File: config.mk
export PLATFORM = sky130hd
export DESIGN_NAME = cc3_viterbi_decoder
export DESIGN_NICKNAME = d
export VERILOG_FILES = /design/src/rtl/cc3_viterbi_decoder.sv
export SDC_FILE = /design/constraint.sdc
export NUM_CORES = 1
export LEC_CHECK = 0
export ABC_CLOCK_PERIOD_IN_PS = 8500
export CAP_MARGIN = 20
export CORE_MARGIN = 2
export CORE_UTILIZATION = 51
export CTS_CLUSTER_SIZE = 8
export DETAILED_ROUTE_END_ITERATION = 10
export GPL_TIMING_DRIVEN = 0
export HOLD_SLACK_MARGIN = 0.12
export PLACE_DENSITY = 0.72
export SLEW_MARGIN = 40
export SYNTH_ARGS = -nofsm -noshare
export SYNTH_HDL_FRONTEND = slang
export SYNTH_SLANG_ARGS = --single-unit
File: constraint.sdc
create_clock -name clock -period 8.5 [get_ports clock]
set_clock_uncertainty 0.1 [all_clocks]
set_input_delay 1.7 -clock clock [delete_from_list [all_inputs] [get_ports clock]]
set_output_delay 1.7 -clock clock [all_outputs]
set_load 0.03 [all_outputs]
File: src/rtl/cc3_viterbi_decoder.sv
// Hard-decision Viterbi decoder for the K=3 rate-1/2 code: 4-state ACS, register-exchange
// survivors of TB_DEPTH bits, and a flag raised whenever a symbol lifts the best path metric.
module cc3_viterbi_decoder #(
  parameter logic [2:0] G0       = 3'b111,
  parameter logic [2:0] G1       = 3'b101,
  parameter int         TB_DEPTH = 16,
  parameter int         PM_W     = 5
) (
  input  logic            clock,
  input  logic            reset_n,
  input  logic            in_valid,
  input  logic            sym1,
  input  logic            sym2,
  output logic            dec_valid,
  output logic            dec_bit,
  output logic [PM_W-1:0] best_metric,
  output logic            err_flag
);

  localparam int CNT_W = $clog2(TB_DEPTH);
  localparam logic [CNT_W-1:0] CNT_MAX = CNT_W'(TB_DEPTH - 1);

  logic [3:0][PM_W-1:0]     pm_q, pm_d, pm_acs, cand0, cand1;
  logic [3:0][TB_DEPTH-1:0] path_q, path_d, path_acs;
  logic [CNT_W-1:0]         cnt_q, cnt_d;
  logic [PM_W-1:0]          best_q, best_d, best_raw;
  logic [1:0]               best_idx;
  logic                     norm;
  logic                     dec_valid_q, dec_valid_d;
  logic                     dec_bit_q, dec_bit_d;
  logic                     err_flag_q, err_flag_d;

  // Hamming distance between the received pair and the branch label for register {u,a,b}.
  function automatic logic [1:0] bmetric(input logic [2:0] r, input logic s1, input logic s2);
    logic e1, e2;
    e1 = s1 ^ (^(G0 & r));
    e2 = s2 ^ (^(G1 & r));
    return {1'b0, e1} + {1'b0, e2};
  endfunction

  // State n = {u,a}; its predecessors are {a,0} (index 2a) and {a,1} (index 2a+1).
  always_comb begin
    cand0    = '0;
    cand1    = '0;
    pm_acs   = '0;
    path_acs = '0;
    for (int n = 0; n < 4; n++) begin
      cand0[n] = pm_q[2*(n%2)]   + PM_W'(bmetric({n[1], n[0], 1'b0}, sym1, sym2));
      cand1[n] = pm_q[2*(n%2)+1] + PM_W'(bmetric({n[1], n[0], 1'b1}, sym1, sym2));
      if (cand1[n] < cand0[n]) begin
        pm_acs[n]   = cand1[n];
        path_acs[n] = {path_q[2*(n%2)+1][TB_DEPTH-2:0], n[1]};
      end else begin
        pm_acs[n]   = cand0[n];
        path_acs[n] = {path_q[2*(n%2)][TB_DEPTH-2:0], n[1]};
      end
    end
    best_raw = pm_acs[0];
    best_idx = 2'd0;
    for (int i = 1; i < 4; i++) begin
      if (pm_acs[i] < best_raw) begin
        best_raw = pm_acs[i];
        best_idx = 2'(i);
      end
    end
    norm = pm_acs[0][PM_W-1] & pm_acs[1][PM_W-1] & pm_acs[2][PM_W-1] & pm_acs[3][PM_W-1];
  end

  always_comb begin
    pm_d        = pm_q;
    path_d      = path_q;
    cnt_d       = cnt_q;
    best_d      = best_q;
    dec_valid_d = 1'b0;
    err_flag_d  = 1'b0;
    dec_bit_d   = dec_bit_q;
    if (in_valid) begin
      for (int i = 0; i < 4; i++)
        pm_d[i] = norm ? {1'b0, pm_acs[i][PM_W-2:0]} : pm_acs[i];
      path_d      = path_acs;
      best_d      = norm ? {1'b0, best_raw[PM_W-2:0]} : best_raw;
      err_flag_d  = best_raw > best_q;
      dec_valid_d = cnt_q == CNT_MAX;
      dec_bit_d   = dec_valid_d & path_acs[best_idx][TB_DEPTH-1];
      if (cnt_q != CNT_MAX) cnt_d = cnt_q + 1'b1;
    end
  end

  always_ff @(posedge clock or negedge reset_n) begin
    if (!reset_n) begin
      pm_q        <= {PM_W'(4), PM_W'(4), PM_W'(4), PM_W'(0)};
      path_q      <= '0;
      cnt_q       <= '0;
      best_q      <= '0;
      dec_valid_q <= 1'b0;
      dec_bit_q   <= 1'b0;
      err_flag_q  <= 1'b0;
    end else begin
      pm_q        <= pm_d;
      path_q      <= path_d;
      cnt_q       <= cnt_d;
      best_q      <= best_d;
      dec_valid_q <= dec_valid_d;
      dec_bit_q   <= dec_bit_d;
      err_flag_q  <= err_flag_d;
    end
  end

  assign dec_valid   = dec_valid_q;
  assign dec_bit     = dec_bit_q;
  assign best_metric = best_q;
  assign err_flag    = err_flag_q;

endmodule

Word level (Yosys, flattened, before mapping)
Cells that the tools add are included.
Widths: inputs -> output; s select.
{ "totals": {"regBits": 92, "in_bits": 5, "out_inout_bits": 8, "elab_cells": 67} }
{ "classes": {"n_addsub": 13, "order_cmp": 9, "n_eq_ne": 2, "muxes": 23, "n_bitwise": 6, "reduce_logical": 1} }
{ "op_table": {"columns": ["cell", "count"], "rows": [
  ["$mux 16", 5],
  ["$mux 5", 12],
  ["$add 5x2->5", 8],
  ["$lt 5x5->1", 7],
  ["$bmux 16 s2", 1],
  ["$add 1x1->2", 4],
  ["$gt 5x5->1", 1],
  ["$add 4x1->4 const B", 1],
  ["$and 1x1->1", 4],
  ["$eq 4x4->1 const B", 1],
  ["$mux 2", 2],
  ["$ne 4x4->1 const B", 1],
  ["$lt 2x3->1 const B", 1],
  ["$mux 1", 3],
  ["$not 1->1", 2],
  ["$reduce_and 2->1", 1]
]} }

Depth between registers and ports, before layout
Gate-level depths: netlist (run 1).
{ "depth": {"word_depth": 14, "ltp_mapped": 43, "depth_no_buf": 41} }

Least setup slack after synthesis (run 1)
No wires, ideal clock.
{ "synth_timing": {"path_kind": "input-to-reg", "startpoint": "input port sym1", "endpoint": "register err_flag_q, in the netlist err_flag", "setup_ps": 137, "arrival_time_ps": 8643, "t_required_ps": 8263, "path_slack_ps": -380, "stages": 37, "path_buffers": 1, "cell_sequence": "inv_1 > ha_1 > ha_1 > ha_1 > ha_1 > a21o_1 > maj3_1 > maj3_2 > a21oi_4 > mux2i_1 > ha_1 > nor3_1 > a21o_1 > buf_6 > nor2_1 > a21oi_1 > ha_1 > a21oi_1 > nand2_1 > mux2_4 > o31ai_4 > mux2i_1 > ha_1 > a21o_1 > a21oi_1 > nand2_1 > nor2_1 > nand4b_1 > nand3_2 > mux2i_1 > ha_1 > nor2b_1 > o21a_1 > o21ai_0 > nand2b_1 > a21oi_1 > a311oi_1"} }
{ "synth_via": {"elab_chain_len": 13, "elab_cells_between_ends": 29, "cone_classes": "add/sub (12); order compare (8); mux (8); bitwise (1)"} }
{ "synth_rtl": {"columns": ["item", "line_no", "text"], "rows": [
  ["start, declared", "12", "input logic sym1,"],
  ["$not 1->1 (no source line)", null, null],
  ["$add 1x1->2", "38", "return {1'b0, e1} + {1'b0, e2};"],
  ["$add 5x2->5, on equally long branches", "48, 49", null],
  ["$lt 5x5->1", "50", "if (cand1[n] < cand0[n]) begin"],
  ["$mux 5", "50", null],
  ["$lt 5x5->1", "61", "if (pm_acs[i] < best_raw) begin"],
  ["$mux 5", "61", null],
  ["$lt 5x5->1", "61", null],
  ["$mux 5", "61", null],
  ["$lt 5x5->1", "61", null],
  ["$mux 5 *", "61", null],
  ["net best_raw[1]", "26", "logic [PM_W-1:0] best_q, best_d, best_raw;"],
  ["$gt 5x5->1 *", "82", "err_flag_d = best_raw > best_q;"],
  ["$mux 1 *", "77", "if (in_valid) begin"],
  ["net err_flag_d", "31", "logic err_flag_q, err_flag_d;"],
  ["end signal, assigned", "105", "err_flag_q <= err_flag_d;"],
  ["end, declared", "31", null]
]} }
Mark *: on every way through the listed nets, which the timed path passes. The rest lies on a longest branch.
A chain may end at the register's enable or synchronous reset.

Worst setup path in the final report (run 1)
Ends and elaborated chain as after synthesis.

==> flow_summary.ini, run 1 <==
[die]
die_w_um = 112
ios = 13
dieArea_um2 = 12600
chipHeight_um = 112
start_util = 0.525
rows = 39
core_um2 = 11400

[detailed_routing]
drt-pass1-iter-count = 5
wl_met3_um = 545
drt_iter0_drc = 295
detail_route.wl_per_cell_um = 17.9
vias = 4991
antenna_left = 0
topRoutingLayerUsed = met4
wl_met2_um = 7740
route.detailed.drc = 0
routed_wl_um = 15200
avgViaCountPerCell = 5.90
drt-met1-wl_um = 6580

[synth]
yosys_most_used_dff = dfrtp_1
syn_avg_cell_area_um2 = 9.33
ys_ff_latch = 87
synth_area_leaders = dfrtp_1 35%, mux2i_1 12%, ha_1 9.4%, a21oi_1 7.0%, nor2_1 5.1%
synth_nets = 692
async_flop_share = 1.00
synth_top_area_frac = 0.351
synth_area_um2 = 5990
yosysTopAreaCell = dfrtp_1
synthTopCellsByCount = 84 x a21oi_1, 84 x dfrtp_1, 82 x nor2_1
synth_edf_count = 0
yosysUniqueCellTypes = 62
yosys_warnings = 0
netlist_instances = 642
synth-seq-area-share = 0.364

[clocking]
clk_latency_ns = 0.34
clk_pin_slew_worst_paths_ns = 0.06
cts_hold_buffers = 0
tritoncts = done
cts_buffers = 9
htree_levels = 3
clock_sinks = 87
cts_root_buf = clkbuf_16
clock_path_buffers = 2

[grt]
grt_pass1_vias = 5083
grt-ovfl-total = 0
antenna_found_initial = 0
grt_pass1_wl_um = 25000
grt_max_degree = 63
grt_usage = 0.246

[sta]
setup_viol_count_final = 1
max_freq_mhz = 116
finalMaxSlewViolations = 0
final.setup.tns_ns = -0.112
worstMarginPinSlew_ns = 0.787
finalWorstSetupSlack_ns = -0.112
period_share = 1.01
post-route-min-period_ns = 8.61
slew_headroom = 0.475
hold_violations = 0
rsz0062_at_grt = yes

[final_layout]
num_antenna_cells = 0
syn_to_final_growth_pct = 20.7
fin_area_um2 = 7230
layout.nets = 750
fin_util = 0.634
drive_above_1_share = 0.208

[outcome]
status = finished with violations
violations = negative setup slack

[critical_path]
cpMostUsedCell = ha_4
rrSetupSlack_ns = 1.15
critPathRequiredTime_ns = 8.59
critPathMaxFanout = 7
critPathSlowestCell = maj3_2
cpPeakStageDelay_ns = 0.32
r2r_start = pm_q[1]
r2r_end = err_flag
r2r_cells = 37
crit_path_end_kind = flop
crit_path_start_kind = primary input
critical_path_class = in -> reg
cp.arrival_ns = 8.71

[placed_design]
place_area_um2 = 6460
port_buffers = 11
gp_congestion = 0.903
dpl.hpwl_um = 10700

[job]
maxCapViolCount = 0

[worst_hold_path]
hold_end = path_q[48]
hold_class = reg -> reg
min_from = path_q[48]
holdPathStages = 1
==> per-layer routing <==
layer / vias up / GRT usage
met1: 2496 / 0.311
met3: 24 / 0.0378
met2: 102 / 0.434
met5: - / 0
li1: 2369 / -
met4: 0 / 0.0797
==> cells by family (layout without fill, tap and decap cells) <==
logic type                 Yosys count  in the layout  share of synthesized area
muxes                               85             85                      0.147
adders and majority gates           49             49                      0.101
buffers and inverters               75            136                     0.0520
and+or+nand+nor                    156            156                      0.118
xor gates and xnor gates            28             28                     0.0409
DFF                                 87             87                      0.364
AOI/OAI and AO/OA                  162            162                      0.177
==> what timing repair did <==
action / in CTS / in global routing
pin swaps: 25 / 27
resized for setup: 38 / 19
endpoints found under the setup margin: 6 / 4
buffers inserted: 30 / 6
==> layout by cell type (no fill, tap or decap), types with 7 or more instances in the layout <==
master,Yosys,routed
ha_4,0,12
ha_1,45,30
nand2b_1,9,9
xor2_1,11,9
nand2_1,32,29
mux2_2,13,13
mux2i_1,69,63
a22o_1,9,9
clkbuf_1,22,22
clkbuf_16,0,9
a21oi_1,84,80
o21ai_0,14,12
buf_4,0,33
nor2_1,82,79
clkdlybuf4s50_1,0,8
xnor2_1,17,14
dfrtp_1,84,84
a21o_1,7,7
inv_1,41,37
==> area by class of cell <==
class,count,area [µm²]
repair buffers,48,444
clock buffers,11,243
multi-input cells,480,3850
plain buffers,33,148
inverters,41,164
fillers,918,4180
clock inverters,3,21.3
flip-flops and latches,87,2180
well taps,143,179
==> state kept, by name, indices dropped and copies added, names as in the netlist <==
signal / count
dec_bit: 1
dec_valid: 1
path_q: 55
pm_q: 20
err_flag: 1
cnt_q: 4
best_metric: 5
==> critical path, delay by kind of cell <==
family	cells	cell delay (ns)
adder cells (fa/ha/maj)	10	2.62
AO/OA/AOI/OAI	14	2.12
multiplexers	3	0.92
AND/OR/NAND/NOR	7	0.84
buffers and inverters	5	0.50
==> how the worst max path moves through the flow <==
stage          start       end  cells past startpoint
6_report        sym1  err_flag                     39
5_1_grt         sym1  err_flag                     41
4_1_cts         sym1  err_flag                     43
3_5_place_dp    sym1  err_flag                     43
3_3_place_gp    sym1  err_flag                     43
2_1_floorplan   sym2  err_flag                     42
==> per-stage QoR <==
stage / hold WS [ns] / worst slack (ns) / std cells
finish: 0.372 / -0.112 / 846
global route: 0.404 / -0.451 / 846
CTS: 0.376 / -0.121 / 841
detailed placement: 0.361 / -1.73 / 797
global placement: 0.354 / -1.49 / 796
floorplan: 0.339 / -0.0147 / 642
Power of run 1 is left out: the tool's default activity adds up to more than one toggle a clock period on the data nets, which glitch-free logic cannot reach.
==> inputs of run 2 (changes only) <==
Settings changed: CELL_PAD_IN_SITES_DETAIL_PLACEMENT from default to 1, CELL_PAD_IN_SITES_GLOBAL_PLACEMENT from default to 1, CORE_UTILIZATION 51 to 50, PLACE_DENSITY 0.72 to 0.86.
==> run 2 against run 1 <==
  * The flow still finishes with violations (negative setup slack)
  * Design area fell by 0.42%
  * Via count rose by 6.5%
  * Worst setup slack got worse by 0.56 ns
  * Count of clock-buffer cells in the layout rose by 1
  * Register-to-register slack got worse by 0.55 ns
  * First-iteration DRC count rose by 10%
  * Die area rose by 1.9%
  * Global-route usage rose by 6.3 points
  * Sequential share of layout area rose by 0.13 points
  * Cell count rose by 0.24%
  * Critical path type unchanged
  * Core utilization fell by 1.1 points
  * Largest cell class unchanged
  * Non-clock buffer count rose by 1
==> flow_summary.ini, run 2 (same netlist as run 1, synthesis figures left out) <==
[critical_path]
cp.arrival_ns = 9.32
crit_path_start_kind = primary input
critical_path_class = in -> reg
r2r_cells = 40
critPathSlowestCell = ha_2
r2r_end = err_flag
cpPeakStageDelay_ns = 0.34
rrSetupSlack_ns = 0.60
crit_path_end_kind = flop
critPathRequiredTime_ns = 8.65
r2r_start = pm_q[1]
critPathMaxFanout = 5
cpMostUsedCell = ha_4

[final_layout]
fin_util = 0.623
drive_above_1_share = 0.204
num_antenna_cells = 0
layout.nets = 751
syn_to_final_growth_pct = 20.2
final_cell_mix = 84 x dfrtp_1, 80 x a21oi_1, 79 x nor2_1
largest-register = path_q
final_common_cell = dfrtp_1
fill_cells = 1293
largest_reg_flops = 55

[detailed_routing]
detail_route.wl_per_cell_um = 24.8
route.detailed.drc = 0
routed_wl_um = 21000
drt-pass1-iter-count = 5
vias = 5316
antenna_left = 0
avgViaCountPerCell = 6.27
drt_iter0_drc = 325

[placed_design]
dpl.hpwl_um = 12500
port_buffers = 11
gp_congestion = 0.938

[die]
ios = 13
die_w_um = 113
start_util = 0.518
core_um2 = 11600
rows = 39
dieArea_um2 = 12900
chipHeight_um = 113

[clocking]
htree_levels = 3
clk_pin_slew_worst_paths_ns = 0.07
cts_root_buf = clkbuf_16
clk_latency_ns = 0.34
tritoncts = done
cts_buffers = 9
clock_sinks = 87
clock_path_buffers = 2

[sta]
setup_viol_count_final = 2
finalMaxSlewViolations = 0
period_share = 1.08
max_freq_mhz = 109
hold_violations = 0
holdWs_ns = 0.378
post-route-min-period_ns = 9.18
rsz0062_at_grt = yes
finalWorstSetupSlack_ns = -0.676
slew_headroom = 0.433
worstMarginPinSlew_ns = 0.846

[grt]
grt_max_degree = 49
antenna_found_initial = 0
grt_pass1_wl_um = 30900
grt_pass1_vias = 5727
grt_usage = 0.309
grt-ovfl-total = 0

[worst_hold_path]
hold_end = path_q[48]
holdPathStages = 1
min_from = path_q[48]
hold_class = reg -> reg

[outcome]
status = finished with violations
violations = negative setup slack

[job]
maxCapViolCount = 0
run 2: layer usage:
layer	vias up	global-route usage	share of wire
met5	-	0	0
li1	2376	-	-
met2	168	0.563	0.52
met4	0	0.140	0.048
met3	77	0.0404	0.038
met1	2695	0.363	0.39
run 2: per-stage QoR:
| stage | area, µm² | worst slack [ns] | cells | TNS [ns] |
|---|---|---|---|---|
| after detailed placement | 6460 | -1.88 | 797 | -6.86 |
| after global routing | 7200 | -0.792 | 848 | -0.910 |
| final | 7200 | -0.676 | 848 | -0.725 |
| after CTS | 7040 | -0.283 | 836 | -0.283 |
| after floorplan | 6140 | -0.0147 | 642 | -0.0147 |
| after global placement | 6430 | -1.51 | 796 | -4.93 |
run 2: timing repair:
action / in CTS / in global routing
endpoints found under the setup margin: 6 / 6
endpoints found under the hold margin: 0 / 0
hold buffers: 0 / 0
gates cloned: 0 / 0
setup buffers: 24 / 12
gates resized for setup: 39 / 15
pin swaps: 19 / 10
run 2: worst max-delay path by stage:
stage	start	end	slack (ns)	cells past startpoint
6_report	sym2	err_flag	-0.68	45
5_1_grt	sym1	err_flag	-0.79	42
4_1_cts	sym2	err_flag	-0.28	43
3_5_place_dp	sym1	err_flag	-1.88	38
3_3_place_gp	sym1	err_flag	-1.51	38
2_1_floorplan	sym2	err_flag	-0.01	42
run 2: critical path: cells and delay by family:
family | cells | cell delay, ns
AOI/OAI and AO/OA | 17 | 2.55
adders and majority gates | 8 | 2.19
and+or+nand+nor | 8 | 1.00
buffers and inverters | 8 | 0.88
muxes | 3 | 0.84
xor gates and xnor gates | 1 | 0.11
run 2: area by class of cell:
class | instances | area (µm²) | share of cell area
plain buffers | 34 | 159 | 0.0221
inverters | 41 | 164 | 0.0228
repair buffers | 48 | 423 | 0.0587
clock inverters | 3 | 43.8 | 0.00608
flip-flops and latches | 87 | 2180 | 0.303
well taps | 143 | 179 | 0.0248
clock buffers | 12 | 246 | 0.0342
multi-input cells | 480 | 3810 | 0.529
Power of run 2 is left out for the same reason.
==> inputs of run 3 (changes only) <==
Settings changed: ABC_CLOCK_PERIOD_IN_PS 8500 to 8200, CORE_UTILIZATION 50 to 45, PLACE_DENSITY 0.86 to 0.82.
Clock period 8.5 ns to 8.2 ns, I/O delays scaled along.
==> run 3 against run 2 <==
  * The run still ends with negative setup slack left
  * Global-route usage shrank 2.7 points
  * Die area grew 11%
  * Sequential share of layout area shrank 0.33 points
  * First-iteration DRC count grew 8.3%
  * Worst setup slack lost 0.093 ns
  * Flip-flop and latch count is the same
  * Cell count grew 3.1%
  * Count of clock-buffer cells in the layout grew 1
  * Via count shrank 2.2%
  * Critical path depth shrank 10
  * Non-clock buffer count shrank 6
  * Register-to-register slack lost 0.10 ns
  * Critical path type unchanged
  * Critical endpoint unchanged
  * Largest cell class unchanged
==> flow_summary.ini, run 3 (same netlist as run 1, synthesis figures left out) <==
[outcome]
status = finished with violations
violations = negative setup slack

[final_layout]
final_cell_mix = 84 x dfrtp_1, 79 x a21oi_1, 78 x nor2_1
largest_reg_flops = 55
fill_cells = 1469
layout.nets = 745
final_common_cell = dfrtp_1
num_antenna_cells = 0
largest-register = path_q
drive_above_1_share = 0.206
syn_to_final_growth_pct = 21.6

[sta]
period_share = 1.09
hold_violations = 0
finalMaxSlewViolations = 0
setup_viol_count_final = 6
slew_headroom = 0.455
post-route-min-period_ns = 8.97
finalWorstSetupSlack_ns = -0.769
worstMarginPinSlew_ns = 0.818
holdWs_ns = 0.371
rsz0062_at_grt = yes
max_freq_mhz = 111

[die]
dieArea_um2 = 14300
start_util = 0.456
chipHeight_um = 119
die_w_um = 119
rows = 42
ios = 13
core_um2 = 13100

[grt]
grt_max_degree = 53
antenna_found_initial = 0
grt_pass1_wl_um = 31400
grt-ovfl-total = 0
grt_usage = 0.283
grt_pass1_vias = 5848

[critical_path]
cp_num_buf_inv = 4
cp.arrival_ns = 9.07
critPathMaxFanout = 10
critical_path_class = in -> reg
crit_path_end_kind = flop
critPathSlowestCell = clkbuf_1
cpPeakStageDelay_ns = 0.67
critPathRequiredTime_ns = 8.30
r2r_start = pm_q[1]
rrSetupSlack_ns = 0.50
crit_path_start_kind = primary input
critPathTopFamily = compound AO/OA/AOI/OAI gates
r2r_cells = 36
r2r_end = err_flag

[clocking]
tritoncts = done
clk_pin_slew_worst_paths_ns = 0.07
htree_levels = 3
clk_latency_ns = 0.35
clock_path_buffers = 2
cts_buffers = 9
cts_hold_buffers = 0
cts_root_buf = clkbuf_16
clock_sinks = 87

[detailed_routing]
routed_wl_um = 19800
drt_iter0_drc = 352
avgViaCountPerCell = 5.95
vias = 5198
route.detailed.drc = 0
antenna_left = 0
detail_route.wl_per_cell_um = 22.7
drt-pass1-iter-count = 5

[placed_design]
gp_congestion = 0.836
dpl.hpwl_um = 12600
port_buffers = 11

[job]
maxCapViolCount = 0

[worst_hold_path]
holdPathStages = 1
hold_class = reg -> reg
min_from = path_q[48]
hold_end = path_q[48]
## run 3: cell types whose count changed in the layout (fill, tap and decap cells not counted), sizes merged
cell / delta
clkinv: -2
buf: -6
clkbuf: +1
## run 3: how the worst max path moves through the flow
stage,end,cells past startpoint,from,slack [ns]
2_1_floorplan,err_flag,42,sym2,-0.25
3_3_place_gp,err_flag,38,sym1,-1.79
3_5_place_dp,err_flag,43,sym1,-2.14
4_1_cts,err_flag,43,sym2,-0.58
5_1_grt,err_flag,35,sym1,-1.03
6_report,err_flag,35,sym2,-0.77
## run 3: per-stage QoR
| stage | setup TNS [ns] | worst slack [ns] | area [µm²] | instances | util |
|---|---|---|---|---|---|
| after floorplan | -0.255 | -0.255 | 6140 | 642 | - |
| after global placement | -6.82 | -1.79 | 6470 | 829 | 0.493 |
| after global routing | -2.66 | -1.03 | 7280 | 874 | 0.554 |
| after detailed placement | -8.67 | -2.14 | 6500 | 830 | 0.495 |
| after CTS | -0.579 | -0.579 | 7100 | 864 | 0.540 |
| final | -1.31 | -0.769 | 7280 | 874 | 0.554 |
## run 3: area by class of cell
type	count	area [µm²]	share of cell area
multi-input combinational	480	3900	0.536
sequential	87	2180	0.299
timing repair buffer	43	389	0.0534
clock buffer	13	250	0.0344
tap	176	220	0.0302
inverter	41	164	0.0225
buffer	33	146	0.0201
clock inverter	1	30.0	0.00412
## run 3: repair_timing
| item | in CTS | in global routing |
|---|---|---|
| setup endpoints to repair | 7 | 6 |
| cloned | 0 | 0 |
| pin swaps | 23 | 23 |
| resized for setup | 46 | 22 |
| buffers inserted | 20 | 11 |
| hold endpoints to repair | 0 | 0 |
## run 3: per-layer routing
metal  share of wire  vias up  GRT usage
met5               0        -          0
met4           0.031        0      0.128
met3           0.031       42     0.0369
met2            0.53      122      0.511
met1            0.41     2669      0.333
li1                -     2365          -
Power of run 3 is left out for the same reason.
